<file path="src/rtl/mem_req_stage.sv">
`default_nettype none
// ============================================================================
//  Module      : mem_req_stage
//  Description : Memory pipeline stage between execute and writeback. Holds
//                the M pipeline register under the valid/allowin handshake,
//                issues load/store requests on a req/addr_ok/data_ok data
//                bus, tracks outstanding data-phase transactions and produces
//                store strobes, replicated write data and misalignment flags.
//  Revision    : 1.0 - initial release
// ============================================================================
module mem_req_stage #(
    parameter int MAX_OST = 1
) (
    input  logic        clk,
    input  logic        reset,

    // pipeline handshake
    input  logic        valid_last,
    output logic        allowin,
    input  logic        allowin_next,
    output logic        ready_go,
    output logic        valid,

    // pipeline payload from E
    input  logic [31:0] pc_i,
    input  logic [31:0] instr_i,
    input  logic [31:0] alu_i,
    input  logic [31:0] ext_i,
    input  logic [31:0] mdu_i,
    input  logic [31:0] cp0_i,
    input  logic [31:0] rt_i,
    input  logic        mem_load_i,
    input  logic        mem_store_i,
    input  logic [1:0]  mem_size_i,

    // pipeline payload to W
    output logic [31:0] pc_o,
    output logic [31:0] instr_o,
    output logic [31:0] alu_o,
    output logic [31:0] ext_o,
    output logic [31:0] mdu_o,
    output logic [31:0] cp0_o,
    output logic        addr_err_o,

    // data bus
    output logic        data_req,
    output logic        data_wr,
    output logic [1:0]  data_size,
    output logic [31:0] data_addr,
    output logic [31:0] data_wdata,
    output logic [3:0]  data_wstrb,
    input  logic        data_addr_ok,
    input  logic        data_data_ok
);

    // Counter is two bits wide, so the limit is taken from the low bits.
    localparam logic [1:0] OST_LIMIT = MAX_OST[1:0];

    localparam logic [1:0] SIZE_BYTE = 2'd0;
    localparam logic [1:0] SIZE_HALF = 2'd1;

    typedef enum logic [1:0] {
        S_IDLE = 2'd0,
        S_WAIT = 2'd1,
        S_REQ  = 2'd2,
        S_DONE = 2'd3
    } state_t;

    state_t      state;
    state_t      state_next;

    logic [31:0] store_data;
    logic        is_load;
    logic        is_store;
    logic [1:0]  mem_size;
    logic [1:0]  ost;

    logic        is_mem;
    logic        slot_free;
    logic        in_mem;
    logic        in_misaligned;
    logic        addr_inc;
    logic        data_dec;

    // Size 3 is reserved and behaves as a word access.
    function automatic logic misaligned(input logic [1:0] size, input logic [1:0] low);
        logic bad;
        bad = 1'b0;
        case (size)
            SIZE_BYTE: bad = 1'b0;
            SIZE_HALF: bad = low[0];
            default:   bad = (low != 2'b00);
        endcase
        return bad;
    endfunction

    // Handshake and status flags derived from the resident instruction.
    always_comb begin
        is_mem        = is_load || is_store;
        in_mem        = mem_load_i || mem_store_i;
        in_misaligned = misaligned(mem_size_i, alu_i[1:0]);
        addr_err_o    = valid && is_mem && misaligned(mem_size, alu_o[1:0]);
        ready_go      = !valid || !is_mem || addr_err_o || (state == S_DONE);
        allowin       = !valid || (ready_go && allowin_next);
        // A returning data_ok frees a slot in the same cycle it is seen.
        slot_free     = (ost < OST_LIMIT) ||
                        ((ost == OST_LIMIT) && data_data_ok);
    end

    // M pipeline register: latch a new instruction whenever M can accept.
    always_ff @(posedge clk) begin
        if (reset) begin
            valid      <= 1'b0;
            pc_o       <= '0;
            instr_o    <= '0;
            alu_o      <= '0;
            ext_o      <= '0;
            mdu_o      <= '0;
            cp0_o      <= '0;
            store_data <= '0;
            is_load    <= 1'b0;
            is_store   <= 1'b0;
            mem_size   <= '0;
        end else if (allowin) begin
            valid <= valid_last;
            if (valid_last) begin
                pc_o       <= pc_i;
                instr_o    <= instr_i;
                alu_o      <= alu_i;
                ext_o      <= ext_i;
                mdu_o      <= mdu_i;
                cp0_o      <= cp0_i;
                store_data <= rt_i;
                is_load    <= mem_load_i;
                is_store   <= mem_store_i;
                mem_size   <= mem_size_i;
            end
        end
    end

    // Request state register.
    always_ff @(posedge clk) begin
        if (reset) begin
            state <= S_IDLE;
        end else begin
            state <= state_next;
        end
    end

    // Next request state: a latch decides the new instruction's state,
    // otherwise the resident instruction advances through its request.
    always_comb begin
        state_next = state;
        if (allowin) begin
            if (valid_last && in_mem && !in_misaligned) begin
                state_next = slot_free ? S_REQ : S_WAIT;
            end else begin
                state_next = S_IDLE;
            end
        end else begin
            case (state)
                S_WAIT: begin
                    // The request is already visible this cycle when a slot
                    // frees, so an accepting addr_ok completes it directly.
                    if (slot_free) begin
                        state_next = data_addr_ok ? S_DONE : S_REQ;
                    end
                end
                S_REQ: begin
                    if (data_addr_ok) begin
                        state_next = S_DONE;
                    end
                end
                S_DONE:  state_next = S_DONE;
                default: state_next = S_IDLE;
            endcase
        end
    end

    // Data bus request signals, held stable from the registered fields.
    always_comb begin
        data_req  = valid && ((state == S_REQ) ||
                              ((state == S_WAIT) && slot_free));
        data_wr   = is_store;
        data_size = mem_size;
        data_addr = alu_o;
    end

    // Store data replication and byte strobes by access size.
    always_comb begin
        data_wdata = store_data;
        data_wstrb = 4'b0000;
        case (mem_size)
            SIZE_BYTE: begin
                data_wdata = {4{store_data[7:0]}};
                data_wstrb = 4'b0001 << alu_o[1:0];
            end
            SIZE_HALF: begin
                data_wdata = {2{store_data[15:0]}};
                data_wstrb = alu_o[1] ? 4'b1100 : 4'b0011;
            end
            default: begin
                data_wdata = store_data;
                data_wstrb = 4'b1111;
            end
        endcase
        if (!is_store) begin
            data_wstrb = 4'b0000;
        end
    end

    // Outstanding-transaction bookkeeping terms.
    always_comb begin
        addr_inc = data_req && data_addr_ok;
        data_dec = data_data_ok && (ost != 2'd0);
    end

    // Outstanding counter: saturates at the limit, ignores stray data_ok.
    always_ff @(posedge clk) begin
        if (reset) begin
            ost <= 2'd0;
        end else if (addr_inc && !data_dec) begin
            if (ost != OST_LIMIT) begin
                ost <= ost + 2'd1;
            end
        end else if (data_dec && !addr_inc) begin
            ost <= ost - 2'd1;
        end
    end

endmodule
`default_nettype wire

</file>
<file path="config.mk">
export PLATFORM = sky130hd
export DESIGN_NAME = mem_req_stage
export DESIGN_NICKNAME = d
export VERILOG_FILES = /design/src/rtl/mem_req_stage.sv
export SDC_FILE = /design/constraint.sdc
export NUM_CORES = 1
export LEC_CHECK = 0
export ABC_CLOCK_PERIOD_IN_PS = 5600
export CORE_AREA = 5 5 192 194
export CTS_BUF_LIST = sky130_fd_sc_hd__clkbuf_16
export DETAILED_ROUTE_END_ITERATION = 12
export DIE_AREA = 0 0 197 199
export SETUP_SLACK_MARGIN = 0.15
export SLEW_MARGIN = 5
export SYNTH_ARGS = -nofsm -noshare
export SYNTH_HDL_FRONTEND = slang
export SYNTH_SLANG_ARGS = --single-unit
export TNS_END_PERCENT = 30
</file>
<file path="constraint.sdc">
create_clock -name clk -period 5.6 [get_ports clk]
set_clock_uncertainty 0.1 [all_clocks]
set_input_delay 0.84 -clock clk [delete_from_list [all_inputs] [get_ports clk]]
set_output_delay 0.84 -clock clk [all_outputs]
set_load 0.05 [all_outputs]
</file>
**Yosys cells after proc, flatten, opt, wreduce, memory -nomap -nowiden**

Cells that the tools add are included.

- $add $sub $neg: 2
- $mul: 0
- Div/mod/pow operators: 0
- $lt $le $gt $ge: 1
- Equal/unequal tests: 10
- Shift-type cells: 1
- Muxes and demuxes: 16
- Bitwise operators: 0
- Reduce and logical (&&, ||, !) cells: 34

Operators by type and width:

| kind | number |
|---|---|
| $pmux W32 S2 | 1 |
| $mux W2 | 8 |
| $logic_and A1 B1 Y1 | 12 |
| $eq A2 B1 Y1 const B | 4 |
| $logic_or A1 B1 Y1 | 8 |
| $mux W4 | 2 |
| $pmux W4 S2 | 1 |
| $reduce_bool A2 Y1 | 4 |
| $ne A3 B3 Y1 const B | 2 |
| $pmux W2 S3 | 1 |
| $reduce_and A2 Y1 | 3 |
| $logic_not A1 Y1 | 5 |
| $eq A2 B2 Y1 const B | 2 |
| $logic_not A2 Y1 | 2 |
| $ne A2 B1 Y1 const B | 2 |
| $pmux W1 S2 | 2 |
| $shl A1 B2 Y4 const A | 1 |
| $add A2 B1 Y2 const B | 1 |
| $lt A2 B1 Y1 const B | 1 |
| $sub A2 B1 Y2 const B | 1 |
| $mux W1 | 1 |

- Flip-flop bits (word level): 233
- Latch bits: 0
- Memory bits (writable): 0
- ROM bits: 0
- Bits of input ports: 234
- Output and inout bits: 268
- Logic and storage cells: 77
- Memories kept: 0

**Logic depth before layout (Yosys ltp)**

Gate-level depths: netlist of the first run.

- Depth in word-level cells: 11
- Depth in mapped cells: 6

**Worst setup path after synthesis of the first run**

Ideal clock, no wire load.

- Path kind: register -> output
- Start: register mem_size[0], in the netlist data_size[0]
- End: output port data_wstrb[2]
- Arrival time: 2.064 ns
- Slack: 2.596 ns
- Stages on the path, launching flop included: 6
- Cells stage by stage: dfxtp_1 -> buf_1 -> inv_2 -> nand2_1 -> a21oi_1 -> nor2b_1

- Cells in the longest elaborated chain, start to end: 3
- Elaborated cells on any way between the ends: 4
- Classes of those cells: 1 x eq/ne; 2 x mux; 1 x reduce/logical

Ends and longest elaborated chain:

| item | RTL line | text |
|---|---|---|
| from (decl) | 75 | `logic [1:0] mem_size;` |
| from (signal assigned) | 136 | `mem_size <= mem_size_i;` |
| $eq A2 B1 Y1 / $logic_not A2 Y1 (equally long branches) | 193 | `case (mem_size)` |
| $pmux W4 S2 * | 193 |  |
| $mux W4 * | 207 | `if (!is_store) begin` |
| to (decl) | 51 | `output logic [3:0] data_wstrb,` |

Every way passes the cells marked *; elsewhere a longest branch is shown, timed or not.

**Worst setup path in the final report of the first run**

- Start: register mem_size[0], in the netlist data_size[0]
- End: output port data_wdata[11]

- Cells in the longest elaborated chain, start to end: 2
- Elaborated cells on any way between the ends: 3
- Classes of those cells: 1 x eq/ne; 1 x mux; 1 x reduce/logical

Ends and longest elaborated chain:

| item | RTL line | text |
|---|---|---|
| $eq A2 B1 Y1 / $logic_not A2 Y1 (equally long branches) | 193 |  |
| $pmux W32 S2 * | 193 |  |
| to (decl) | 50 | `output logic [31:0] data_wdata,` |

Marks and branches as above.

==> results.yml, run 1 <==
synthesis:
  mappedNetlistNets: 1425
  fraction_of_the_yosys_area_taken_by_sequential_cells: 0.429
  synth_warnings: 0
  mappedNetlistArea_mm2: 0.0109
  synth.distinct_cells: 37
  syn_inst: 1189
  avgSynthCellArea_um2: 9.16
  yosys_register_bits: 233
critical_path:
  setup.worst_path.end_class: "output port"
  setup.worst_path.start_class: "flip-flop"
  cp_data_required_time_ns: 4.66
  critical_path.max_fanout: 13
  critical_path_arrival_ns: 3.07
  worst_r2r_path_depth: 5
  worstSetupPathType: "flip-flop to output port"
sta:
  hold_slack_ns: 0.359
  max_slew_margin: 0.342
  final_max_slew_viol_count: 0
  layout_setup_ws_ns: 1.59
  max_fclk_mhz: 249
  setup_viol: 0
  grt_setup_unrepaired: "no"
  hold_violation_total_from_the_final_report: 0
  final_period_minus_worst_setup_slack_ns: 4.01
  timing.setup.tns_ns: 0
  finalCritPeriodShare: 0.716
  tightest_slew_ns: 0.987
final_layout:
  multi_input_comb_area_mm2: 0.00529
  final.fill_count: 3360
  areaGrowthSynthToFinish_pct: 51.7
  post_route_cells_drive_above_1_share: 0.0437
  num-nets-final: 1797
  layoutNonFillerInstCount: 2045
  finish.instance_area_mm2: 0.0165
  seqCellArea_mm2: 0.00467
  finalCoreUtilization: 0.471
placed_design:
  post_dp_cell_area_mm2: 0.0157
  place_hpwl_um: 27300
  io_buffers: 501
  placedCellCount: 1991
  pre_cts_ws_ns: 1.63
  final_replace_weighted_congestion: 0.820
floorplanning:
  design.die.area_mm2: 0.0392
  fp.coreArea_mm2: 0.0351
  die-width_um: 197
  floorplan.initialDensity: 0.311
  total_number_of_placement_rows: 69
  floorplan.die.height_um: 199
  io_pins: 502
clock_tree:
  clock_network_latency_to_the_later_pin_of_the_worst_skew_pair_ns: 0.54
  cts.root.buffer_cell: "clkbuf_16"
  cts_post_setup_buffers_inserted: 0
  clock_sinks: 233
  post_cts_resize_count: 0
  cts_hold_buffers: 0
  clock_tree.htree_level_count: 1
  cts_max_path_buffers: 3
  tritoncts: "done"
  tritoncts.num_buffers: 29
  clk_pin_slew_worst_paths_ns: 0.06
outcome:
  outcome: "finished, final reports clean"
detailed_routing:
  routed_wire_length_per_instance_um: 19.8
  1st_iter_drt_viols: 554
  post-route-drc-count: 0
  postRouteAntennaNets: 0
  vias_per_cell: 5.03
  detailroute.via_count: 10300
  drt_wl_total_um: 40500
  firstDrtPassIters: 6
worst_hold_path:
  holdCritPathClass: "flip-flop to flip-flop"
  hold-path-cell-count: 2
power_and_ir_drop:
  vdd_drop_max_uv: 205
  report.power.total_mw: 4.90
  power.leakage_nw: 5.53
  power_density_mw_per_mm2: 297
run:
  cap_viol_max_count: 0
global_route:
  grt_first_pass_wirelength_um: 60000
  final_global_route_overflow_total: 0
  antenna_found_initial: 6
  grt_max_degree: 197
  vias_in_the_first_global_route: 9972
  gr-usage-all-layers: 0.190
[path summary, 6_finish.rpt]
check                                              endpoint                   startpoint  slack [ns]
worst min register to register  store_data[21]$_SDFFE_PP0P_  store_data[21]$_SDFFE_PP0P_        0.36
worst max-delay path                         data_wdata[11]    data_size[0]$_SDFFE_PP0P_        1.59
worst max register to register       alu_o[24]$_SDFFE_PP0P_    data_size[0]$_SDFFE_PP0P_        2.50
worst min-delay path            store_data[21]$_SDFFE_PP0P_  store_data[21]$_SDFFE_PP0P_        0.36
[power by group]
| part | internal [mW] | switching (mW) |
|---|---|---|
| clock | 0.924 | 0.715 |
| combinational | 0.535 | 0.862 |
| sequential | 1.78 | 0.0858 |
| total | 3.24 | 1.66 |
[flip-flops by register name, indices dropped and copies added, names as in the netlist, 2 cells and up]
name / count
pc_o: 32
cp0_o: 32
alu_o: 32
instr_o: 32
mdu_o: 32
store_data: 32
ost: 2
ext_o: 32
data_size: 2
state: 2
[worst max-delay path, stage by stage, from the launching register on]
cell and delay [ns]:
dfxtp_1 0.58, nor2_1 0.77, mux2_2 0.44, clkdlybuf4s50_1 0.73
[Yosys cell counts]
library cell | number | area [um2]
buf_6 | 2 | 22.5
ha_1 | 2 | 25.0
inv_1 | 3 | 11.3
buf_4 | 61 | 458
mux2_2 | 16 | 180
o41ai_1 | 1 | 8.76
and2_1 | 3 | 18.8
a21o_1 | 1 | 7.51
and2_4 | 1 | 8.76
o21a_1 | 5 | 37.5
buf_1 | 3 | 11.3
a21oi_1 | 5 | 25.0
a32oi_1 | 1 | 8.76
nor2_1 | 9 | 33.8
o21ai_1 | 235 | 1180
a21boi_1 | 1 | 7.51
or3_1 | 3 | 18.8
or2_2 | 1 | 6.26
or4b_1 | 1 | 10.0
nand2_1 | 11 | 41.3
a41oi_4 | 1 | 27.5
a311oi_1 | 2 | 17.5
o31ai_1 | 2 | 15.0
mux2i_1 | 8 | 80.1
nand4b_1 | 230 | 2010
mux2_1 | 1 | 11.3
a211oi_1 | 2 | 15.0
o21ai_2 | 1 | 8.76
buf_2 | 21 | 105
o221ai_1 | 1 | 8.76
nand2b_1 | 229 | 1430
nand3_1 | 1 | 5.00
nor2b_1 | 6 | 37.5
inv_2 | 1 | 3.75
dfxtp_1 | 233 | 4660
nand4_1 | 1 | 6.26
clkbuf_1 | 84 | 315
[kinds of logic after synthesis]
logic type                 count (synthesis)  synth area share
DFF                                      233             0.429
adders and majority gates                  2           0.00230
AOI/OAI and AO/OA                        258             0.125
and+or+nand+nor                          496             0.334
muxes                                     25            0.0249
buffers and inverters                    175            0.0852
[cell usage in the layout (no fill, tap or decap), types with 2 or more instances in the layout]
cell type,n
nand4b_1,230
mux2i_1,8
clkbuf_16,29
and2_1,3
o21a_1,5
or3_1,3
o21ai_1,235
buf_12,3
clkinv_1,6
dfxtp_1,232
a21oi_1,5
clkdlybuf4s50_1,499
a211oi_1,2
diode_2,4
nand2_1,11
nand2b_1,229
o31ai_1,2
a311oi_1,2
mux2_2,16
clkinv_2,4
nor2_1,9
inv_1,13
buf_4,8
ha_1,2
nor2b_1,6
[layer usage]
| layer | wire length, um | vias to the layer above | global-route usage |
|---|---|---|---|
| li1 | - | 4963 | - |
| met1 | 16100 | 4888 | 0.229 |
| met2 | 19800 | 374 | 0.322 |
| met3 | 3650 | 60 | 0.0635 |
| met4 | 991 | 4 | 0.0575 |
| met5 | 23 | - | 0 |
[layout make-up]
cell class	count	area share
diodes	4	0.000606
multi-input cells	781	0.321
repair buffers	512	0.311
inverters	4	0.000909
clock buffers	29	0.0439
clock inverters	21	0.00538
flip-flops and latches	233	0.283
well taps	461	0.0349
No activity file was read; power rests on OpenSTA's default activity.
==> run 2, diff against run 1 <==
- ABC_CLOCK_PERIOD_IN_PS: 5600 -> 3900
- CORE_AREA: 5 5 192 194 -> 5 5 193 195
- DIE_AREA: 0 0 197 199 -> 0 0 198 200
- clock period: 5.6 -> 3.9 ns (I/O delays scaled with it)
==> run 2 against run 1 <==
  * Sequential cell count stayed put
  * Sequential power is 43% higher
  * Power is 44% higher
  * Cell area is 0.76% higher
  * Cell count is 0.44% higher
  * Non-clock buffer count is 9 higher
  * Die area is 1.0% higher
  * Worst setup slack worse by 1.1 ns
  * Critical path type unchanged
  * Largest cell class unchanged
  * Largest power group unchanged
==> results.yml, run 2 (synthesized netlist as in run 1, its figures left out) <==
outcome:
  outcome: "finished, final reports clean"
sta:
  setup_viol: 0
  hold_violation_total_from_the_final_report: 0
  max_fclk_mhz: 292
  final_max_slew_viol_count: 0
  timing.setup.tns_ns: 0
  max_slew_margin: 0.270
  final_period_minus_worst_setup_slack_ns: 3.43
  grt_setup_unrepaired: "no"
  tightest_slew_ns: 1.10
  finalCritPeriodShare: 0.879
clock_tree:
  clock_tree.htree_level_count: 1
  post_cts_resize_count: 0
  tritoncts.num_buffers: 28
  cts_max_path_buffers: 3
  tritoncts: "done"
  clock_network_latency_to_the_later_pin_of_the_worst_skew_pair_ns: 0.53
  cts_hold_buffers: 0
  cts.root.buffer_cell: "clkbuf_16"
  clock_sinks: 233
  cts_post_setup_buffers_inserted: 0
  clk_pin_slew_worst_paths_ns: 0.06
detailed_routing:
  drt_wl_total_um: 40700
  firstDrtPassIters: 4
  vias_per_cell: 5.00
  postRouteAntennaNets: 0
  post-route-drc-count: 0
  detailroute.via_count: 10300
  routed_wire_length_per_instance_um: 19.8
  1st_iter_drt_viols: 573
final_layout:
  final.fill_count: 3397
  seqCellArea_mm2: 0.00467
  final_common_cell: "clkdlybuf4s50_1"
  num-nets-final: 1805
  areaGrowthSynthToFinish_pct: 52.9
  most-common-layout-cells: "clkdlybuf4s50_1 (498), o21ai_1 (235), dfxtp_1 (232), nand4b_1 (230), nand2b_1 (229)"
  multi_input_comb_area_mm2: 0.00529
  post_route_cells_drive_above_1_share: 0.0491
  finish.instance_area_mm2: 0.0166
power_and_ir_drop:
  power.sequential.fraction: 0.380
  netSwitchingPower_mw: 2.39
  vdd_drop_max_uv: 314
  power.share.switching: 0.338
  power.leakage_nw: 5.58
  pwr-share-clk: 0.332
  power_density_mw_per_mm2: 424
  intPower_mw: 4.67
  combinationalPowerShare: 0.288
floorplanning:
  io_pins: 502
  die-width_um: 198
  floorplan.initialDensity: 0.309
  floorplan.die.height_um: 200
  fp.coreArea_mm2: 0.0352
  total_number_of_placement_rows: 69
  design.die.area_mm2: 0.0396
placed_design:
  final_replace_weighted_congestion: 0.783
  place_hpwl_um: 27600
  io_buffers: 501
  post_dp_cell_area_mm2: 0.0158
global_route:
  antenna_found_initial: 4
  vias_in_the_first_global_route: 10100
  gr-usage-all-layers: 0.189
  final_global_route_overflow_total: 0
  grt_first_pass_wirelength_um: 60500
  grt_max_degree: 159
critical_path:
  setup.worst_path.start_class: "flip-flop"
  crit_path_top_delay_cell: "clkdlybuf4s50_1"
  cp_slowest_stage_delay_ns: 0.79
  critical_path.max_fanout: 5
  worstSetupPathType: "flip-flop to output port"
  worstPathCellList: "inv_1 -> ha_1 -> nor2b_1 -> o31ai_1 -> and2_1 -> clkdlybuf4s50_1"
  critical_path_arrival_ns: 2.74
  cp_data_required_time_ns: 3.21
  setup.worst_path.end_class: "output port"
worst_hold_path:
  holdCritPathClass: "flip-flop to flip-flop"
run:
  cap_viol_max_count: 0
-- run 2: cell types whose count changed in the layout (fill, tap and decap cells not counted), sizes merged --
cell and delta:
buf +11, clkinv +5, inv -4, clkbuf -1
clkdlybuf4s50 -1, diode -1
-- run 2: cell type report --
| class | instances | share of cell area |
|---|---|---|
| multi-input combinational | 781 | 0.318 |
| timing repair buffer | 521 | 0.317 |
| sequential | 233 | 0.280 |
| clock buffer | 29 | 0.0436 |
| tap | 461 | 0.0347 |
| clock inverter | 22 | 0.00526 |
| inverter | 4 | 0.000902 |
| antenna | 3 | 0.000451 |
-- run 2: path summary, 6_finish.rpt --
kind                                       startpoint                    end  slack [ns]  cells after the start
worst max-delay path              ost[1]$_SDFFE_PP0P_               data_req        0.47                      6
worst min-delay path            mdu_o[4]$_SDFFE_PP0P_  mdu_o[4]$_SDFFE_PP0P_        0.36                      2
worst max register to register   data_wr$_SDFFE_PP0P_   pc_o[0]$_SDFFE_PP0P_        1.52                      5
worst min register to register  mdu_o[4]$_SDFFE_PP0P_  mdu_o[4]$_SDFFE_PP0P_        0.36                      2
-- run 2: per-stage QoR --
stage | instances | power (mW) | hold slack (ns) | util | setup slack [ns]
after floorplan | 1189 | 4.00 | 0.339 | - | 1.15
after global placement | 2000 | 4.76 | 0.348 | 0.449 | 0.718
after detailed placement | 2000 | 4.77 | 0.353 | 0.449 | 0.700
after CTS | 2051 | 7.17 | 0.364 | 0.472 | 0.434
after global routing | 2054 | 7.37 | 0.380 | 0.472 | 0.311
final | 2054 | 7.06 | 0.360 | 0.472 | 0.474
-- run 2: power groups by stage --
stage / Clock (mW) / Sequential, mW / Combinational, mW
floorplan: 0 / 3.20 / 0.792
global route: 2.52 / 2.70 / 2.14
global placement: 0 / 2.72 / 2.04
finish: 2.34 / 2.68 / 2.04
detailed placement: 0 / 2.73 / 2.04
CTS: 2.43 / 2.68 / 2.05
-- run 2: worst max-delay path: cells and delay by family (launching register included) --
family / cells / cell delay, ns
AND/OR/NAND/NOR: 2 / 0.36
flip-flops: 1 / 0.36
buffers and inverters: 2 / 0.88
AO/OA/AOI/OAI: 1 / 0.39
adder cells (fa/ha/maj): 1 / 0.22
-- run 2: metal layers --
metal	global-route usage	routed length [um]
met3	0.0648	3710
met2	0.319	19600
met5	0	13
met1	0.232	16400
met4	0.0495	1020
